--- src/rtl/ram_arbiter.sv ---
// Time-sliced arbiter sharing one synchronous RAM between a divided-clock CPU
// and a secondary requester that is only granted slots outside the CPU window.
module ram_arbiter #(
    parameter int DIV = 25,
    parameter int AW  = 13
) (
    input  logic          clk25,
    input  logic          rst_n,
    output logic          cpu_clken,
    input  logic [AW-1:0] cpu_addr,
    input  logic          cpu_cs,
    input  logic          cpu_we,
    input  logic [7:0]    cpu_din,
    output logic [7:0]    cpu_dout,
    input  logic          dma_req,
    input  logic [AW-1:0] dma_addr,
    input  logic          dma_we,
    input  logic [7:0]    dma_din,
    output logic          dma_ack,
    output logic [7:0]    dma_dout,
    output logic [AW-1:0] ram_addr,
    output logic          ram_we,
    output logic [7:0]    ram_din,
    input  logic [7:0]    ram_dout
);

    localparam int SW = $clog2(DIV);
    localparam logic [SW-1:0] LAST = SW'(DIV - 1);
    localparam logic [SW-1:0] WIN  = SW'(DIV - 2);
    localparam logic [SW-1:0] GMAX = SW'(DIV - 4);

    typedef enum logic [1:0] {
        IDLE,
        ISSUE,
        ACK
    } dma_st_t;

    logic [SW-1:0] r_slot;
    dma_st_t       r_st;
    dma_st_t       w_st_nxt;
    logic          w_cpu_win;
    logic          w_we;

    always_ff @(posedge clk25) begin
        if (!rst_n) begin
            r_slot <= '0;
        end else if (r_slot == LAST) begin
            r_slot <= '0;
        end else begin
            r_slot <= r_slot + 1'b1;
        end
    end

    always_ff @(posedge clk25) begin
        if (!rst_n) begin
            r_st <= IDLE;
        end else begin
            r_st <= w_st_nxt;
        end
    end

    // A grant at slot DIV-4 or earlier keeps ISSUE clear of the CPU window.
    always_comb begin
        w_st_nxt = r_st;
        unique case (r_st)
            IDLE: begin
                if (dma_req && (r_slot <= GMAX)) begin
                    w_st_nxt = ISSUE;
                end
            end
            ISSUE:   w_st_nxt = ACK;
            ACK:     w_st_nxt = IDLE;
            default: w_st_nxt = IDLE;
        endcase
    end

    assign w_cpu_win = (r_slot >= WIN);

    always_comb begin
        ram_addr = cpu_addr;
        ram_din  = cpu_din;
        w_we     = 1'b0;
        if (w_cpu_win) begin
            w_we = (r_slot == LAST) & cpu_cs & cpu_we;
        end else if (r_st == ISSUE) begin
            ram_addr = dma_addr;
            ram_din  = dma_din;
            w_we     = dma_we;
        end
    end

    // Reset masks the strobe so an in-flight access never lands.
    assign ram_we    = w_we & rst_n;
    assign cpu_clken = (r_slot == LAST);
    assign cpu_dout  = ram_dout;
    assign dma_ack   = (r_st == ACK);
    assign dma_dout  = ram_dout;

endmodule
--- config.mk ---
export PLATFORM = sky130hd
export DESIGN_NAME = ram_arbiter
export DESIGN_NICKNAME = d
export VERILOG_FILES = /design/src/rtl/ram_arbiter.sv
export SDC_FILE = /design/constraint.sdc
export NUM_CORES = 1
export LEC_CHECK = 0
export CAP_MARGIN = 5
export CORE_AREA = 5 5 42 44
export CTS_BUF_LIST = sky130_fd_sc_hd__clkbuf_8
export DETAILED_ROUTE_END_ITERATION = 16
export DIE_AREA = 0 0 47 49
export DONT_BUFFER_PORTS = 1
export GPL_TIMING_DRIVEN = 0
export PLACE_DENSITY_LB_ADDON = 0.2
export SLEW_MARGIN = 20
export SYNTH_ARGS = -nofsm -noshare
export SYNTH_HDL_FRONTEND = slang
export SYNTH_SLANG_ARGS = --single-unit
--- constraint.sdc ---
create_clock -name clk25 -period 4.4 [get_ports clk25]
set_input_delay 0.44 -clock clk25 [delete_from_list [all_inputs] [get_ports clk25]]
set_output_delay 0.44 -clock clk25 [all_outputs]
set_load 0.03 [all_outputs]
# Word level (Yosys, flattened, before mapping)
# Index checks and enable logic that the tools add are counted.
# Widths: inputs -> output; s select.
# totals
word_cells,24
register_bits,7
input_bits,56
out_inout_bits,40
# classes
magnitude_cmp,2
reduce_logical,3
n_mux,8
n_eq_ne,4
n_bitwise,4
addsub,1
# ops
op,n
$mux 13,2
$mux 8,2
$add 5x1->5 const B,1
$eq 5x5->1 const B,1
$ge 5x5->1 const B,1
$le 5x5->1 const B,1
$pmux 2 s2,1
$and 1x1->1,3
$eq 2x1->1 const B,1
$eq 2x2->1 const B,1
$logic_not 2->1,1
$mux 1,2
$mux 2,1
$ne 2x2->1 const B,1
$reduce_or 2->1,1
$logic_and 1x1->1,1
$not 1->1,1

# Longest topological paths before layout
# Gate-level depths: netlist of run 1.
# depth
ltp_word,5
ltp_mapped,5
depth_no_buf,5

# Worst setup path after synthesis of run 1
# Ideal clock, no wire load.
# synth_path
path_kind,reg-to-output
from,register r_slot[0]
to,output port ram_addr[8]
n_path_buf,1
arrival_ns,1.792
path_stages_with_launch,6
setup_slack_ns,2.168
required_time_ns,3.960
cell_sequence,dfxtp_1 ha_1 a211oi_2 o21a_4 buf_6 o21ai_0
# synth_via
elab_chain_len,2
# synth_lines
item,line_no,rtl
from (decl),38,logic [SW-1:0] r_slot;
from (signal assigned),50,r_slot <= r_slot + 1'b1;
$ge 5x5->1,77,assign w_cpu_win = (r_slot >= WIN);
$mux 13,83,if (w_cpu_win) begin
to (decl),21,"output logic [AW-1:0] ram_addr,"
# Every way passes these cells.

# Worst setup path after layout of run 1
# Ends and elaborated chain as after synthesis.

==> flow_summary_export.csv, run 1 <==
group,metric,value,unit
worst_setup_path,crit_chain,"ha_1 -> a211oi_2 -> o21a_4 -> buf_6 -> o21ai_0",
sta,finalCriticalPeriod,2640,ps
clock_tree,cts_sinks,7,
logic_synthesis,synth_edf_count,0,
logic_synthesis,yosys.area.top_type,"mux2_4",
sta,timing.hold.ws,338,ps
finish,multi_input_area,514,um2
power_and_ir_drop,ir_worst_vdd,0.166,mV
logic_synthesis,yosys_most_used_dff,"dfxtp_1",
clock_tree,htreeDepth,1,
logic_synthesis,synth_fa_ha_area_share,4.62,%
finish,nNetsFinal,143,
global_routing,grt_max_degree,11,
worst_setup_path,endpoint_kind,"output port",
logic_synthesis,synth_xor_area_share,3.24,%
logic_synthesis,syn_nets,138,
logic_synthesis,yosysWarnings,0,
clock_tree,cts_hold_buf,0,
finish,fill_cells,123,
sta,fmax,378,MHz
power_and_ir_drop,total_power,271,uW
logic_synthesis,synthCells,79,
die,die_y,49,um
clock_tree,cts_tree,"yes",
worst_setup_path,crit_family,"compound AO/OA/AOI/OAI gates",
sta,period_share,60.1,%
finish,antenna_cells,0,
logic_synthesis,yosys.cell_types.count,25,
clock_tree,cts.clk_slew.worst_paths,40,ps
clock_tree,post_cts_buffers,0,
place,port_buffers,0,
clock_tree,insertion_delay,220,ps
logic_synthesis,synth_common_cells,"mux2_4 (18), buf_4 (16), dfxtp_1 (7)",
die,dieWidth,47,um
outcome,outcome,"complete, no violations",
worst_setup_path,path_buf_inv,1,
logic_synthesis,synth_top_area_share,33.3,%
worst_setup_path,cpPeakStageDelay,770,ps
detailed_routing,wl_per_cell,18.7,um
die,ios,96,
worst_setup_path,worstSetupStartpoint,"r_slot[0]$_SDFF_PP0_",
logic_synthesis,muxShareOfSynthArea,36.1,%
worst_setup_path,path_max_fanout,10,
sta,slew_violations,0,
logic_synthesis,synth-seq-cells,7,
worst_hold_path,min_from,"rst_n",
logic_synthesis,async_flop_share,0,%
place,dp_hpwl,1620,um
finish,area_delta_synth_final,8.01,%
detailed_routing,viasPerCell,5.87,
worst_setup_path,required,3960,ps
logic_synthesis,synth-simple-area-share,10.2,%
detailed_routing,vias,581,
logic_synthesis,synth_top_family_by_area,"multiplexers",
detailed_routing,ant_nets,0,
sta,hold_viol_final,0,
die,fp.coreArea,0.00140,mm2
worst_setup_path,path_class,"flip-flop to output port",
job,cap_violations,0,
logic_synthesis,yosys-top-cells-area,"mux2_4 (33%), dfxtp_1 (17%), buf_4 (15%)",
clock_tree,cts_resized,0,
power_and_ir_drop,pwr_density_cell,309,mW/mm2
clock_tree,numCtsBuffers,3,
sta,skew,0.266,ps
sta,fin_tns_setup,0,ps
logic_synthesis,synth_compound_area_share,9.24,%
logic_synthesis,avgSynthCellArea,10.3,um2
worst_setup_path,crit_slowest_cell,"o21ai_0",
global_routing,grt_antenna_before_repair,0,
worst_hold_path,hp-class,"input pin to flip-flop",
sta,setup_violations,0,
sta,rsz0062_at_grt,"no",
detailed_routing,first_pass_iters,2,
global_routing,grt_util_all_layers,15.7,%
finish,drive_gt1_share,53.0,%
sta,worst_pin_slew,985,ps
clock_tree,cts_root_buf,"clkbuf_8",
worst_setup_path,r2r_slack,3130,ps
detailed_routing,drtIter0Drc,5,
place,gp_congestion,0.742,
die,dieArea,0.00230,mm2
detailed_routing,finalWirelength,1860,um
logic_synthesis,yosysMostFrequentCell,"mux2_4",
clock_tree,cts.path.max_buffers,2,
logic_synthesis,synth_area,812,um2
worst_setup_path,worst-endpoint-arrival,2200,ps
worst_setup_path,r2r-start,"r_slot[0]$_SDFF_PP0_",
logic_synthesis,seq_area_frac_synth,17.3,%
finish,register_area,140,um2
die,initial_core_util,57.9,%
detailed_routing,drc,0,
power_and_ir_drop,leakagePower,0.000416,uW
die,rows,14,
sta,slew_headroom,33.6,%
global_routing,grt_overflow,0,
worst_setup_path,start_kind,"flip-flop",
global_routing,grt_pass1_wl,2700,um
global_routing,grt_pass1_vias,628,
[cells by family (layout without fill, tap and decap cells)]
family | after synthesis | after routing
and+or+nand+nor | 16 | 16
muxes | 20 | 20
xor gates and xnor gates | 3 | 3
AOI/OAI and AO/OA | 8 | 8
buffers and inverters | 22 | 26
adders and majority gates | 3 | 3
DFF | 7 | 7
[worst paths after layout]
path / end / cells after the start
worst min register to register: r_st[0]$_SDFFE_PN0P_ / 1
worst min-delay path: r_st[1]$_SDFFE_PN0P_ / 1
worst max register to register: r_st[0]$_SDFFE_PN0P_ / 4
worst max-delay path: ram_addr[8] / 5
[sequential cells by signal, indices dropped and copies added, names as in the netlist]
| name | count |
|---|---|
| r_slot | 5 |
| r_st | 2 |
[metal layers]
metal / up-vias / share of wire (%) / GRT usage [%]
met5: - / 0 / 0
met4: 0 / 2.6 / 11.1
met3: 4 / 12 / 4.80
met2: 54 / 51 / 24.2
met1: 260 / 35 / 17.4
li1: 263 / - / -
[metrics by stage]
| stage | instances | worst slack, ps | cell area [um2] | util (%) |
|---|---|---|---|---|
| after CTS | 99 | 1740 | 877 | 62.6 |
| final | 99 | 1760 | 877 | 62.6 |
| after detailed placement | 95 | 1980 | 832 | 59.4 |
| after global placement | 95 | 1990 | 832 | 59.4 |
| after global routing | 99 | 1660 | 877 | 62.6 |
| after floorplan | 79 | 2170 | 812 | - |
[cell type report]
type                    count  share of cell area [%]
inverters                   4                    1.71
clock inverters             1                   0.428
plain buffers              18                    16.3
clock buffers               3                    4.71
multi-input cells          50                    58.6
well taps                  16                    2.28
flip-flops and latches      7                    16.0
[report_power, final]
group	total (uW)	internal [uW]	switching [uW]
Sequential	71.8	67.1	4.68
Combinational	114	42.9	70.6
Clock	86.0	60.1	25.9
[layout by cell type (no fill, tap or decap), types with 3 or more instances in the layout]
cell	instances
mux2_4	18
buf_4	16
dfxtp_1	7
inv_1	5
nor2_1	5
ha_1	3
clkbuf_8	3
Power figures use the tool's default switching activity.
==> run 2, diff against run 1 <==
ABC_AREA = 1   (was default)
clock period = 2.6 ns   (was 4.4 ns; I/O delays follow)
==> run 2 against run 1 <==
  * Synthesized cell count increased by 76%
  * Largest power group unchanged
  * Total power increased by 67%
  * Setup slack got worse by 1100 ps
  * Highest routed layer unchanged
==> flow_summary_export.csv, run 2 <==
group,metric,value,unit
outcome,outcome,"complete, no violations",
global_routing,grt_pass1_vias,765,
sta,finalCriticalPeriod,1970,ps
logic_synthesis,synth_edf_count,0,
logic_synthesis,yosysWarnings,0,
detailed_routing,drc,0,
clock_tree,cts_root_buf,"clkbuf_8",
place,gp_congestion,0.751,
finish,area_delta_synth_final,8.12,%
logic_synthesis,avgSynthCellArea,5.88,um2
finish,final_cells,159,
sta,fin_tns_setup,0,ps
power_and_ir_drop,swShare,42.2,%
logic_synthesis,synthCells,139,
power_and_ir_drop,switchingPower,192,uW
sta,slew_headroom,61.0,%
place,port_buffers,0,
global_routing,grt_util_all_layers,18.2,%
worst_setup_path,r2r-start,"r_slot[0]$_SDFF_PP0_",
logic_synthesis,yosys-top-cells-area,"nand2_1 (24%), dfxtp_1 (17%), nand3_1 (15%)",
power_and_ir_drop,power_frac_comb,40.5,%
logic_synthesis,synth_top_area_share,23.9,%
place,dp_hpwl,1940,um
clock_tree,cts.path.max_buffers,2,
job,cap_violations,0,
worst_hold_path,min_path_cells,2,
detailed_routing,drtIter0Drc,17,
worst_hold_path,min_from,"rst_n",
finish,final_common_cell,"nand2_1",
clock_tree,numCtsBuffers,3,
worst_hold_path,hp-class,"input pin to flip-flop",
power_and_ir_drop,pwr_density_cell,514,mW/mm2
worst_setup_path,path_buf_inv,1,
global_routing,grt_antenna_before_repair,0,
logic_synthesis,syn_nets,198,
detailed_routing,finalWirelength,2270,um
worst_setup_path,start_kind,"flip-flop",
clock_tree,htreeDepth,1,
clock_tree,cts_tree,"yes",
finish,fin_util,63.0,%
worst_setup_path,required,2340,ps
die,dieArea,0.00230,mm2
logic_synthesis,yosys.cell_types.count,19,
die,fp.coreArea,0.00140,mm2
die,rows,14,
clock_tree,cts_hold_buf,0,
place,dp.cells,155,
power_and_ir_drop,clkPwrFrac,33.3,%
worst_setup_path,crit_chain,"ha_1 -> nand2_1 -> nand3_2 -> nand2_2 -> buf_2 -> nand3_1 -> nand2_1",
sta,worst_pin_slew,583,ps
clock_tree,cts.clk_slew.worst_paths,40,ps
logic_synthesis,yosysMostFrequentCell,"nand2_1",
detailed_routing,first_pass_iters,4,
worst_setup_path,endpoint_kind,"output port",
sta,hold_viol_final,0,
detailed_routing,wl_per_cell,14.2,um
logic_synthesis,synth-seq-cells,7,
power_and_ir_drop,pwr-share-seq,26.1,%
power_and_ir_drop,leakagePower,0.000529,uW
detailed_routing,vias,842,
finish,nNetsFinal,203,
finish,mostFrequentLayoutCells,"nand2_1 (52), nand3_1 (24), buf_4 (16)",
global_routing,grt_overflow,0,
sta,slew_violations,0,
die,ios,96,
worst_setup_path,crit_family,"simple AND/OR/NAND/NOR gates",
worst_setup_path,crit_slowest_cell,"dfxtp_1",
sta,rsz0062_at_grt,"no",
sta,period_share,75.9,%
worst_setup_path,cpMostUsedCell,"nand2_1",
logic_synthesis,yosys_most_used_dff,"dfxtp_1",
sta,skew,0.267,ps
logic_synthesis,seq_area_frac_synth,17.2,%
worst_setup_path,rr_worst_depth,7,
global_routing,grt_max_degree,11,
finish,drive_gt1_share,21.0,%
detailed_routing,ant_nets,0,
worst_hold_path,min_to,"r_slot[4]$_SDFF_PP0_",
finish,fill_cells,149,
global_routing,grt_pass1_wl,3200,um
sta,setup_violations,0,
worst_setup_path,timing.rr.end,"r_slot[2]$_SDFF_PP0_",
worst_setup_path,path_max_fanout,10,
die,initial_core_util,58.3,%
clock_tree,cts_resized,0,
finish,antenna_cells,0,
detailed_routing,viasPerCell,5.30,
worst_setup_path,cpPeakStageDelay,340,ps
worst_setup_path,r2r_slack,1340,ps
logic_synthesis,async_flop_share,0,%
clock_tree,post_cts_buffers,0,
clock_tree,insertion_delay,230,ps
sta,fmax,507,MHz
clock_tree,cts_sinks,7,
power_and_ir_drop,ir_worst_vdd,0.463,mV
logic_synthesis,yosys.area.top_type,"nand2_1",
die,die_y,49,um
die,dieWidth,47,um
power_and_ir_drop,internal_power,263,uW
worst_setup_path,worst-endpoint-arrival,1710,ps
worst_setup_path,path_class,"flip-flop to output port",
finish,largest-register,"r_slot",
logic_synthesis,synth_common_cells,"nand2_1 (52), nand3_1 (24), buf_4 (16)",
logic_synthesis,synth_area,817,um2
finish,largest_reg_flops,5,
finish,top_regs,"r_slot x5, r_st x2",
[run 2: layout make-up]
cell class | count | area [um2] | share of cell area [%]
Multi-Input combinational cell | 99 | 473 | 53.5
Buffer | 22 | 163 | 18.4
Sequential cell | 7 | 140 | 15.9
Clock buffer | 3 | 41.3 | 4.67
Inverter | 11 | 41.3 | 4.67
Tap cell | 16 | 20.0 | 2.27
Clock inverter | 1 | 5.00 | 0.567
[run 2: stage by stage]
step           cell area (um2)  setup WS [ps]  hold WS, ps  power [uW]
2_1_floorplan              817           1030          386         290
3_3_place_gp               837            903          391         303
3_5_place_dp               837            876          407         305
4_1_cts                    883            616          172         459
5_1_grt                    883            474          185         479
6_report                   883            627          171         454
[run 2: logic make-up (layout without fill, tap and decap cells)]
| group | Yosys count | after routing | share of synthesized area, % |
|---|---|---|---|
| XOR/XNOR | 2 | 2 | 2.14 |
| adder cells (fa/ha/maj) | 3 | 3 | 4.59 |
| flip-flops | 7 | 7 | 17.2 |
| buffers and inverters | 33 | 37 | 25.0 |
| AND/OR/NAND/NOR | 93 | 93 | 50.5 |
| AO/OA/AOI/OAI | 1 | 1 | 0.612 |
[run 2: routing by layer]
metal  global-route usage, %  part of all wire [%]  up-vias
met5                       0                     0        -
met3                    4.80                    15        3
li1                        -                     -      426
met2                    31.9                    50       51
met4                    6.91                   1.2        0
met1                    19.6                    33      362
[run 2: how the worst max path moves through the flow]
stage	slack [ps]	to	start	cells after the start
6_report	630	ram_din[1]	r_slot[0]$_SDFF_PP0_	7
5_1_grt	470	ram_addr[5]	r_slot[0]$_SDFF_PP0_	7
4_1_cts	620	ram_din[7]	r_slot[0]$_SDFF_PP0_	7
3_5_place_dp	880	ram_din[7]	r_slot[0]$_SDFF_PP0_	7
3_3_place_gp	900	ram_din[7]	r_slot[0]$_SDFF_PP0_	7
2_1_floorplan	1030	ram_addr[0]	r_slot[0]$_SDFF_PP0_	7
[run 2: power by group through the flow]
stage | sequential (uW) | combinational, uW | clock [uW]
global placement | 120 | 183 | 0
CTS | 118 | 185 | 155
floorplan | 119 | 171 | 0
detailed placement | 120 | 185 | 0
global route | 119 | 199 | 161
finish | 119 | 184 | 151
==> run 3, diff against run 2 <==
clock period = 2 ns   (was 2.6 ns; I/O delays follow)
==> run 3 against run 2 <==
  * Clock skew about the same
  * Flip-flop and latch count unchanged
  * Sequential share of layout area decreased by 0.93 points
  * Clock power rose by 31%
  * Via count rose by 3.3%
  * Final cell count unchanged
  * Combinational power is 39% higher
  * Critical endpoint is now ram_din[7]
  * Largest cell class unchanged
==> flow_summary_export.csv, run 3 (synthesis results as in run 2) <==
group,metric,value,unit
power_and_ir_drop,leakagePower,0.000530,uW
clock_tree,cts_hold_buf,0,
global_routing,grt_max_degree,11,
worst_setup_path,start_kind,"flip-flop",
worst_setup_path,endpoint_kind,"output port",
outcome,outcome,"complete, no violations",
die,die_y,49,um
sta,slew_violations,0,
worst_setup_path,worst-endpoint-arrival,1650,ps
global_routing,grt_util_all_layers,18.2,%
die,initial_core_util,58.3,%
detailed_routing,wl_per_cell,14.8,um
sta,rsz0062_at_grt,"no",
finish,area_delta_synth_final,14.9,%
die,rows,14,
worst_setup_path,crit_chain,"ha_1 -> nand2_1 -> nand3_2 -> nand2_2 -> buf_2 -> nand3_1 -> nand2_2",
finish,largest-register,"r_slot",
clock_tree,cts_sinks,7,
sta,hold_viol_final,0,
place,port_buffers,0,
sta,worst_pin_slew,560,ps
sta,timing.hold.ws,111,ps
clock_tree,post_cts_buffers,0,
job,cap_violations,0,
sta,finalCriticalPeriod,1850,ps
place,dp_hpwl,1940,um
worst_setup_path,path_buf_inv,1,
worst_setup_path,crit_slowest_cell,"dfxtp_1",
global_routing,busiest_layer,"met2",
clock_tree,cts_resized,0,
worst_setup_path,path_class,"flip-flop to output port",
global_routing,met1_usage,19.6,%
power_and_ir_drop,ir_worst_vdd,0.602,mV
sta,fmax,540,MHz
finish,mostFrequentLayoutCells,"nand2_1 (32), nand3_1 (24), nand2_2 (21)",
power_and_ir_drop,pwr_density_cell,646,mW/mm2
clock_tree,htreeDepth,1,
die,ios,96,
die,dieWidth,47,um
worst_setup_path,crit_family,"simple AND/OR/NAND/NOR gates",
detailed_routing,finalWirelength,2360,um
detailed_routing,drtIter0Drc,13,
die,fp.coreArea,0.00140,mm2
finish,largest_reg_flops,5,
finish,top_regs,"r_slot x5, r_st x2",
die,dieArea,0.00230,mm2
worst_setup_path,cpMostUsedCell,"nand2_2",
detailed_routing,first_pass_iters,4,
worst_setup_path,path_max_fanout,10,
clock_tree,cts_root_buf,"clkbuf_8",
finish,nNetsFinal,203,
detailed_routing,drc,0,
global_routing,use_met3,4.80,%
global_routing,grt_pass1_wl,3200,um
global_routing,use_met2,31.9,%
worst_setup_path,required,1800,ps
finish,antenna_cells,0,
place,gp_congestion,0.751,
global_routing,grt_antenna_before_repair,0,
clock_tree,cts.path.max_buffers,2,
detailed_routing,ant_nets,0,
sta,skew,0.501,ps
worst_setup_path,r2r_slack,740,ps
global_routing,grt_pass1_vias,765,
clock_tree,cts.clk_slew.worst_paths,40,ps
finish,final_common_cell,"nand2_1",
clock_tree,cts_tree,"yes",
global_routing,grt_overflow,0,
clock_tree,insertion_delay,230,ps
sta,slew_headroom,62.6,%
clock_tree,numCtsBuffers,3,
sta,period_share,92.6,%
sta,setup_violations,0,
detailed_routing,vias,870,
worst_setup_path,cpPeakStageDelay,340,ps
worst_hold_path,hp-class,"input pin to flip-flop",
detailed_routing,viasPerCell,5.47,
finish,drive_gt1_share,35.7,%
sta,fin_tns_setup,0,ps
[run 3: per-stage QoR]
| stage | total power (uW) | util (%) | cell area, um2 | setup slack (ps) | std cells |
|---|---|---|---|---|---|
| after CTS | 596 | 63.0 | 883 | 75.9 | 159 |
| after global routing | 637 | 67.0 | 938 | 17.1 | 159 |
| after global placement | 394 | 59.7 | 837 | 363 | 155 |
| after detailed placement | 397 | 59.7 | 837 | 336 | 155 |
| after floorplan | 377 | - | 817 | 489 | 139 |
| final | 606 | 67.0 | 938 | 149 | 159 |
[run 3: worst paths after layout]
check / start / endpoint / depth (start not counted)
max: r_slot[0]$_SDFF_PP0_ / ram_din[7] / 7
min: rst_n / r_slot[4]$_SDFF_PP0_ / 2
max reg2reg: r_slot[0]$_SDFF_PP0_ / r_slot[2]$_SDFF_PP0_ / 7
min reg2reg: r_st[1]$_SDFFE_PN0P_ / r_st[1]$_SDFFE_PN0P_ / 1
[run 3: layout make-up]
class / instances / area [um2]
tap: 16 / 20.0
clock inverter: 1 / 5.00
buffer: 22 / 165
fill: 139 / 463
sequential: 7 / 140
multi-input combinational: 99 / 526
clock buffer: 3 / 41.3
inverter: 11 / 41.3
[run 3: routing by layer]
metal | wire length, um | share of wire [%]
met1 | 750 | 32
met2 | 1260 | 53
met3 | 325 | 14
met4 | 26 | 1.1
met5 | 0 | 0
[run 3: where the power goes]
group	internal [uW]	total, uW	switching (uW)
Combinational	65.3	255	189
Sequential	147	154	6.58
Clock	135	198	62.7
Total	348	606	258
